--- config.mk ---
export PLATFORM = sky130hd
export DESIGN_NAME = matvec_result_requant
export DESIGN_NICKNAME = d
export VERILOG_FILES = /design/src/rtl/matvec_result_requant.sv
export SDC_FILE = /design/constraint.sdc
export NUM_CORES = 1
export LEC_CHECK = 0
export ABC_AREA = 1
export BUFFER_PORTS_ARGS = -buffer_cell sky130_fd_sc_hd__buf_2
export CAP_MARGIN = 5
export CELL_PAD_IN_SITES_DETAIL_PLACEMENT = 1
export CELL_PAD_IN_SITES_GLOBAL_PLACEMENT = 1
export CORE_MARGIN = 8
export CORE_UTILIZATION = 42
export CTS_BUF_LIST = sky130_fd_sc_hd__clkbuf_16
export DETAILED_ROUTE_END_ITERATION = 6
export PLACE_DENSITY = 0.78
export SLEW_MARGIN = 15
export SYNTH_ARGS = -nofsm -noshare
export SYNTH_HDL_FRONTEND = slang
export SYNTH_SLANG_ARGS = --single-unit
--- constraint.sdc ---
create_clock -name clk -period 2.2 [get_ports clk]
set_clock_uncertainty 0.1 [all_clocks]
set_input_delay 0.33 -clock clk [delete_from_list [all_inputs] [get_ports clk]]
set_output_delay 0.33 -clock clk [all_outputs]
set_load 0.1 [all_outputs]
--- src/rtl/matvec_result_requant.sv ---
// Requantizer behind matvec3_part2: rounds, shifts and saturates 28-bit results to 14 bits,
// tags vector ends, and buffers them in a first-word-fall-through FIFO.
//
// Ports:
//   clk, reset            clock, synchronous active-high reset
//   in_valid/in_ready     upstream handshake, in_data signed IN_W-bit sample
//   out_valid/out_ready   downstream handshake, out_data signed OUT_W-bit result
//   out_last              head is element K-1 of its vector
//   sat_count             saturated samples since reset, sticks at 16'hFFFF
//
// Optional: define MATVEC_REQUANT_RELU_EN to clamp negative results to zero.
module matvec_result_requant #(
    parameter int K     = 3,
    parameter int IN_W  = 28,
    parameter int OUT_W = 14,
    parameter int SHIFT = 6,
    parameter int DEPTH = 8
) (
    input  logic             clk,
    input  logic             reset,
    input  logic             in_valid,
    output logic             in_ready,
    input  logic [IN_W-1:0]  in_data,
    output logic             out_valid,
    input  logic             out_ready,
    output logic [OUT_W-1:0] out_data,
    output logic             out_last,
    output logic [15:0]      sat_count
);

    localparam int W1 = IN_W + 1;
    localparam int AW = $clog2(DEPTH);
    localparam int EW = (K > 1) ? $clog2(K) : 1;

    // Half an output LSB; shifting 1 up then back down yields 0 when SHIFT == 0.
    localparam logic signed [W1-1:0] RND  = (W1'(1) << SHIFT) >> 1;
    localparam logic signed [W1-1:0] QMAX =
        {{(W1-OUT_W+1){1'b0}}, {(OUT_W-1){1'b1}}};
    localparam logic signed [W1-1:0] QMIN = ~QMAX;

    logic signed [W1-1:0] t;
    logic signed [W1-1:0] q;
    logic [OUT_W-1:0]     rq;
    logic                 rsat;

    logic                 in_xfer;
    logic                 pop;
    logic                 last;
    logic [EW-1:0]        elem_idx;

    logic                 s1_valid;
    logic [OUT_W-1:0]     s1_data;
    logic                 s1_last;

    logic [OUT_W:0]       mem [DEPTH];
    logic [AW-1:0]        wr_ptr;
    logic [AW-1:0]        rd_ptr;
    logic [AW:0]          count;
    logic [AW+1:0]        occ;
    logic [OUT_W:0]       head;

    always_comb begin
        t    = $signed({in_data[IN_W-1], in_data}) + RND;
        q    = t >>> SHIFT;
        rq   = q[OUT_W-1:0];
        rsat = 1'b0;
        if (q > QMAX) begin
            rq   = QMAX[OUT_W-1:0];
            rsat = 1'b1;
        end else if (q < QMIN) begin
            rq   = QMIN[OUT_W-1:0];
            rsat = 1'b1;
        end
`ifdef MATVEC_REQUANT_RELU_EN
        // Negative results become zero and are not counted as saturation.
        if (q[W1-1]) begin
            rq   = '0;
            rsat = 1'b0;
        end
`endif
    end

    // Occupancy includes the sample in s1, so s1 always has a free slot to land in.
    assign occ      = {1'b0, count} + {{(AW+1){1'b0}}, s1_valid};
    assign in_ready = occ < (AW+2)'(DEPTH);
    assign in_xfer  = in_valid & in_ready;
    assign last     = elem_idx == EW'(K - 1);

    always_ff @(posedge clk) begin
        if (reset) begin
            s1_valid  <= 1'b0;
            s1_data   <= '0;
            s1_last   <= 1'b0;
            elem_idx  <= '0;
            sat_count <= '0;
        end else begin
            s1_valid <= in_xfer;
            if (in_xfer) begin
                s1_data  <= rq;
                s1_last  <= last;
                elem_idx <= last ? '0 : elem_idx + EW'(1);
                if (rsat && sat_count != 16'hFFFF) begin
                    sat_count <= sat_count + 16'd1;
                end
            end
        end
    end

    assign out_valid = count != '0;
    assign pop       = out_valid & out_ready;
    assign head      = mem[rd_ptr];
    assign out_data  = out_valid ? head[OUT_W-1:0] : '0;
    assign out_last  = out_valid & head[OUT_W];

    always_ff @(posedge clk) begin
        if (!reset && s1_valid) begin
            mem[wr_ptr] <= {s1_last, s1_data};
        end
    end

    always_ff @(posedge clk) begin
        if (reset) begin
            wr_ptr <= '0;
            rd_ptr <= '0;
            count  <= '0;
        end else begin
            if (s1_valid) begin
                wr_ptr <= wr_ptr + AW'(1);
            end
            if (pop) begin
                rd_ptr <= rd_ptr + AW'(1);
            end
            unique case ({s1_valid, pop})
                2'b10:   count <= count + (AW+1)'(1);
                2'b01:   count <= count - (AW+1)'(1);
                default: count <= count;
            endcase
        end
    end

endmodule

Word-level counts from Yosys, hierarchy flattened --
Memory sizes are Yosys's and may differ from the RTL's. A register that Yosys moved wholly into a read port is not among the register bits. Index checks and enable logic that the tools add are counted.
Storage, ports and cells: register bits after elaboration 44, memory bits (writable) 120, bits of input ports 32, output and inout bits 33, word-level logic and storage cells 44, memories kept 1
Cells by class: $add $sub $neg 8, magnitude comparators 3, equality and inequality tests 4, muxes and demuxes 11, bitwise operators 3, reduce and logical (&&, ||, !) cells 6
Memories:
- mem | depth 8, width 15, read ports 1, clocked after memory_dff 1, write ports 1, RTL line 55 | logic [OUT_W:0] mem [DEPTH];
Operator list (count):
- $mux W14 | 3
- $add A28 B7 Y29 const B | 1
- $gt A23 B14 Y1 const B | 1
- $lt A23 B14 Y1 const B | 1
- $add A16 B1 Y16 const B | 1
- $ne A16 B16 Y1 const B | 1
- $pmux W4 S2 | 1
- $add A3 B1 Y3 const B | 2
- $mux W3 | 2
- $add A4 B1 Y5 | 1
- $lt A5 B4 Y1 const B | 1
- $add A4 B1 Y4 const B | 1
- $eq A2 B2 Y1 const B | 2
- $mux W1 | 4
- $reduce_bool A4 Y1 | 1
- $sub A4 B1 Y4 const B | 1
- $and A1 B1 Y1 | 3
- $add A2 B1 Y2 const B | 1
- $eq A2 B1 Y1 const B | 1
- $logic_and A1 B1 Y1 | 2
- $mux W2 | 1
- $reduce_and A2 Y1 | 1
- $reduce_bool A2 Y1 | 1
- $logic_not A1 Y1 | 1

Longest topological paths before layout --
Gate-level depths: netlist of run 1.
depth in word-level cells 6, gate-level depth with buffers 17, gate-level depth less buffers 16

Least setup slack after synthesis of run 1 --
Ideal clock, no wire load.
path type flip-flop to output port, start register count[1], end output out_data[10], arrival time 3.336 ns, data required time 1.770 ns, slack -1.566 ns, stages on the path, launching flop included 6, path buffers 1, cells stage by stage dfxtp_1 nor4_1 inv_1 clkbuf_1 o21ai_0 a31oi_1
On the way: word-level cells in the longest chain between the ends 2
Ends and longest elaborated chain:
- start, declared | RTL line 58 | logic [AW:0] count;
- start signal, assigned | RTL line 134 | 2'b10: count <= count + (AW+1)'(1);
- start signal, assigned | RTL line 135 | 2'b01: count <= count - (AW+1)'(1);
- start signal, assigned | RTL line 136 | default: count <= count;
- $reduce_bool A4 Y1 | RTL line 109 | assign out_valid = count != '0;
- net out_valid | RTL line 24 | output logic out_valid,
- $mux W14 | RTL line 112 | assign out_data = out_valid ? head[OUT_W-1:0] : '0;
- end, declared | RTL line 26 | output logic [OUT_W-1:0] out_data,
The timed path passes the listed nets, and every way through them passes these cells.

==> impl_metrics.json, run 1 <==
{
  "status": "complete, but fails checks",
  "violations": "setup timing",
  "synthTopCellsByCount": "nor2_1, edfxtp_1, nand2_1",
  "critical_path.endpoint_type": "output pin",
  "clock-sinks": 167,
  "yosys.cell_types.count": 41,
  "gp_congestion": 0.863,
  "synth-async-reset-ratio": 0,
  "antenna_left": 0,
  "ir_drop_uv": 1790,
  "antenna_found_initial": 0,
  "cts_made_buffers": 17,
  "htree_levels": 4,
  "drtIter0Drc": 235,
  "ys_ff_latch": 167,
  "grt_overflow": 0,
  "cpPeakStageDelay_ns": 0.45,
  "die_w_um": 152,
  "dr.max_layer_used": "met4",
  "coreArea_um2": 18000,
  "met2_length_mm": 12.2,
  "n_antenna_cell": 0,
  "dr.pass1.iters": 4,
  "rows": 49,
  "vias": 6401,
  "fin_crit_sh": 1.06,
  "grt_max_degree": 31,
  "synth_fp_nets": 849,
  "grt_pass1_wl_mm": 36.2,
  "synth_area_um2": 7740,
  "slew_violations": 0,
  "pwr_density_cell_nw_per_um2": 1300,
  "cp_cell_sequence": "buf_4, buf_16, nor2_1, nor2_1, o21ai_1, a31oi_4, buf_12",
  "cp-start-kind": "flop",
  "fmax_mhz": 427,
  "worstHoldPathType": "in -> reg",
  "rsz0062_at_grt": "yes",
  "final_nets": 984,
  "numPortBuffers": 59,
  "wl_per_cell_um": 19.3,
  "synth_edf_count": 120,
  "critPathKind": "reg -> out",
  "drt-total-wl_mm": 22.9,
  "finalHoldViolations": 0,
  "start_util": 0.429,
  "fin_util": 0.579,
  "crit-reg2reg-launch": "count[2]",
  "dr_wl_met3_um": 879,
  "synth.largest_area_cell": "edfxtp_1",
  "yosysTopAreaCellShare": 0.465,
  "die_area_um2": 23000,
  "cts_root_buf": "clkbuf_16",
  "power.total_mw": 13.6,
  "cpMostUsedCell": "nor2_1",
  "ys_seq_area_frac": 0.587,
  "cp.arrival_ns": 1.91,
  "tightest_slew_ns": 0.499,
  "r2r_slack_ns": 0.08,
  "cp_data_required_time_ns": 1.77,
  "fp.dieH_um": 152,
  "cts.clk_slew.worst_paths_ns": 0.06,
  "p_leak_nw": 3.92,
  "track_usage": 0.205,
  "drc": 0,
  "fin_ws_ns": -0.142,
  "min_from": "out_ready",
  "synthCells": 809,
  "synth-main-ff-cell": "edfxtp_1",
  "area_growth_pct": 34.8,
  "layout-drive-gt1-share": 0.319,
  "hold_buffers": 0,
  "whs_ns": 0.174,
  "relSlewSlack": 0.670,
  "io_pins": 65,
  "crit_slowest_cell": "dfxtp_4",
  "synthTopCellsByArea": "edfxtp_1, dfxtp_1, nor2_1",
  "dpl.hpwl_mm": 15.0,
  "synth_warnings": 0,
  "clk_latency_ns": 0.42,
  "drv_cap": 0,
  "wl_met1_mm": 9.38,
  "clockBufferDepth": 2,
  "viasPerCell": 5.40,
  "tritoncts": "done",
  "synth.most_common_cell": "nor2_1",
  "grt_pass1_vias": 6884,
  "min_period_ns": 2.34,
  "postSynthAreaPerCell_um2": 9.57,
  "crit_fanout": 10,
  "setup_viol": 15
}
[layout make-up]
type / instances / area (µm²)
Clock buffer: 17 / 425
Clock inverter: 15 / 129
Fill cell: 1971 / 7590
Inverter: 52 / 216
Multi-Input combinational cell: 557 / 3330
Sequential cell: 167 / 4580
Tap cell: 229 / 287
Timing Repair Buffer: 149 / 1470
[layer usage]
layer / vias to the layer above / global-route usage
met3: 34 / 0.0359
met5: - / 0
met4: 0 / 0.0676
met2: 153 / 0.375
met1: 3168 / 0.238
li1: 3046 / -
[placed cells by master (no fill, tap or decap), types with 27 or more instances in the layout]
cell type	instances
nor2_1	152
edfxtp_1	120
nand2_1	102
buf_4	66
inv_1	45
nand3_1	45
buf_2	44
o21ai_0	43
o21ai_1	36
dfxtp_1	27
[registers in the layout (all words and copies together) (netlist names), named ones only]
name and flops:
count 4, elem_idx 2, mem 120, rd_ptr 3, s1_data 14, s1_last 1
s1_valid 1, sat_count 16, wr_ptr 3
[kinds of logic (layout without fill, tap and decap cells)]
| logic type | Yosys count | after routing | share of synthesized area |
|---|---|---|---|
| compound gates | 173 | 173 | 0.124 |
| xor+xnor | 26 | 26 | 0.0294 |
| fa+ha+maj | 8 | 8 | 0.0139 |
| buf+inv | 85 | 233 | 0.0464 |
| flops | 167 | 167 | 0.587 |
| simple gates | 350 | 350 | 0.199 |
[worst max-delay path, delay by kind of cell, from the launching register on]
family | cells | cell delay [ns]
buf+inv | 3 | 0.50
flops | 1 | 0.45
simple gates | 2 | 0.15
compound gates | 2 | 0.37
[where the power goes]
part	switching [mW]	total [mW]	internal [mW]	leakage [nW]
clock	1.23	2.79	1.56	0.256
sequential	0.260	3.89	3.63	1.50
combinational	4.32	6.92	2.60	2.17
[what timing repair did]
item                       4_1_cts  5_1_grt
pin swaps                       11       15
gates cloned                     4        1
resized for setup               95       38
setup buffers                    5       14
setup endpoints to repair       16       19
[worst paths after layout]
check,end,cells after the start
min,flop,4
max,out_data[3],7
min reg2reg,rd_ptr[2],2
max reg2reg,count[3],12
[metrics by stage]
stage / area [µm²] / TNS (ns) / setup WS (ns) / instances
floorplan: 8100 / -0.264 / -0.0299 / 809
global placement: 9310 / -1.97 / -0.0949 / 1132
detailed placement: 9310 / -3.02 / -0.144 / 1132
CTS: 10200 / -1.72 / -0.152 / 1172
global route: 10400 / -2.91 / -0.219 / 1186
finish: 10400 / -1.67 / -0.142 / 1186
Note: power is estimated with default switching activity, not from simulation.
==> run 2, diff against run 1 <==
- CORE_ASPECT_RATIO: not set -> 2
- CORE_UTILIZATION: 42 -> 46
- CTS_CLUSTER_DIAMETER: not set -> 120
- PLACE_DENSITY: 0.78 -> 0.81
- clock period: 2.2 -> 2.6 ns (I/O delays scaled with it)
==> impl_metrics.json, run 2 (synthesis gave the netlist of run 1 again) <==
{
  "status": "completed",
  "fin_util": 0.567,
  "grt_busiest_layer": "met2",
  "area_growth_pct": 21.6,
  "intPower_mw": 5.98,
  "swShare": 0.433,
  "grt.met2_usage": 0.399,
  "clk_latency_ns": 0.43,
  "finalHoldViolations": 0,
  "htree_levels": 4,
  "reg.largest.list": "mem (120), sat_count (16), s1_data (14)",
  "use_met1": 0.222,
  "clock-sinks": 167,
  "ir_drop_uv": 657,
  "cts_made_buffers": 17,
  "drv_cap": 0,
  "cts_root_buf": "clkbuf_16",
  "grt_max_degree": 32,
  "grt_pass1_vias": 6818,
  "n_fill_cell": 1848,
  "drt-total-wl_mm": 22.0,
  "critPathKind": "reg -> out",
  "antenna_found_initial": 0,
  "cpPeakStageDelay_ns": 0.39,
  "dr.pass1.iters": 5,
  "crit_buf_inv": 3,
  "p_comb_frac": 0.440,
  "clockBufferDepth": 2,
  "wl_per_cell_um": 20.0,
  "clock_power_share": 0.250,
  "drtIter0Drc": 322,
  "final_nets": 921,
  "tritoncts": "done",
  "tightest_slew_ns": 0.620,
  "cp_cell_sequence": "inv_2, buf_8, o21ai_0, o22ai_1, o21ai_0, a31oi_4, buf_6",
  "fmax_mhz": 395,
  "largest_register_ff_count": 120,
  "netSwitchingPower_mw": 4.57,
  "final_common_cell": "nor2_1",
  "coreArea_um2": 16600,
  "n_antenna_cell": 0,
  "gp_congestion": 0.826,
  "grt_util_met3": 0.0300,
  "final_cell_mix": "nor2_1, edfxtp_1, nand2_1",
  "dpl.hpwl_mm": 14.7,
  "power.total_mw": 10.5,
  "pwr-share-seq": 0.311,
  "rows": 67,
  "track_usage": 0.211,
  "pwr_density_cell_nw_per_um2": 1120,
  "fin_crit_sh": 0.974,
  "path_delay_family": "compound AO/OA/AOI/OAI gates",
  "vias": 6185,
  "io_pins": 65,
  "p_leak_nw": 3.43,
  "regMostFlops": "mem",
  "grt_pass1_wl_mm": 35.0,
  "fp.dieH_um": 199,
  "drc": 0,
  "cp_data_required_time_ns": 2.11,
  "numPortBuffers": 59,
  "hold_buffers": 0,
  "viasPerCell": 5.62,
  "crit_fanout": 23,
  "setup_viol": 0,
  "min_period_ns": 2.53,
  "antenna_left": 0,
  "critical_path.endpoint_type": "output pin",
  "worstHoldPathType": "in -> reg",
  "rsz0062_at_grt": "yes",
  "slew_violations": 0,
  "cpMostUsedCell": "o21ai_0",
  "cp-start-kind": "flop",
  "start_util": 0.466,
  "grt_overflow": 0,
  "die_area_um2": 21500,
  "crit_slowest_cell": "dfxtp_2",
  "die_w_um": 108,
  "layout-drive-gt1-share": 0.210,
  "cts.clk_slew.worst_paths_ns": 0.07,
  "cp.arrival_ns": 2.04,
  "relSlewSlack": 0.586
}
[run 2: cell count changes in the layout (fill, tap and decap cells not counted), sizes merged]
| cell | delta |
|---|---|
| clkbuf | -1 |
| inv | +2 |
| clkinv | -4 |
| buf | -62 |
| bufinv | +2 |
[run 2: power by group through the flow]
| stage | clock (mW) | combinational (mW) | sequential, mW |
|---|---|---|---|
| 6_report | 2.63 | 4.64 | 3.28 |
| 5_1_grt | 2.75 | 4.93 | 3.29 |
| 4_1_cts | 2.66 | 4.62 | 3.26 |
| 2_1_floorplan | 0 | 3.19 | 3.27 |
| 3_5_place_dp | 0 | 4.38 | 3.30 |
| 3_3_place_gp | 0 | 4.23 | 3.28 |
[run 2: worst register-to-register path: cells and delay by family (launching register included)]
family	cells	cell delay (ns)
xor+xnor	1	0.17
fa+ha+maj	2	0.59
buf+inv	2	0.25
compound gates	2	0.28
simple gates	5	0.60
flops	1	0.36
[run 2: what timing repair did]
action,CTS,global route
buffers inserted,0,2
gates resized for setup,24,13
setup endpoints to repair,13,15
[run 2: layout make-up]
cell class / instances / area (µm²) / share of cell area
inverters: 52 / 213 / 0.0226
multi-input cells: 557 / 3040 / 0.323
clock buffers: 17 / 425 / 0.0452
flip-flops and latches: 167 / 4550 / 0.484
clock inverters: 15 / 191 / 0.0203
well taps: 207 / 259 / 0.0275
repair buffers: 86 / 726 / 0.0771
[run 2: final timing paths]
path,cells past startpoint,startpoint,end,slack [ns]
hold reg to reg,2,sat_count[8],sat_count[8],0.41
hold / removal,4,in_data[13],s1_data[7],0.28
setup reg to reg,12,count[0],count[3],0.18
setup / recovery,7,flop,out_data[9],0.07
[run 2: through the flow]
step | setup TNS [ns] | cells | area [µm²] | worst slack [ns] | hold WS, ns
final | 0 | 1101 | 9410 | 0.0678 | 0.276
after global routing | -0.137 | 1101 | 9410 | -0.0474 | 0.283
after CTS | 0 | 1099 | 9340 | 0.0126 | 0.265
after detailed placement | 0 | 1067 | 8650 | 0.00195 | 0.382
after global placement | 0 | 1067 | 8650 | 0.0424 | 0.347
after floorplan | 0 | 809 | 7940 | 0.0166 | 0.333
[run 2: routing by layer]
layer,vias to the layer above,part of all wire
li1,2917,-
met1,3071,0.38
met2,157,0.56
met3,40,0.037
met4,0,0.029
met5,-,0
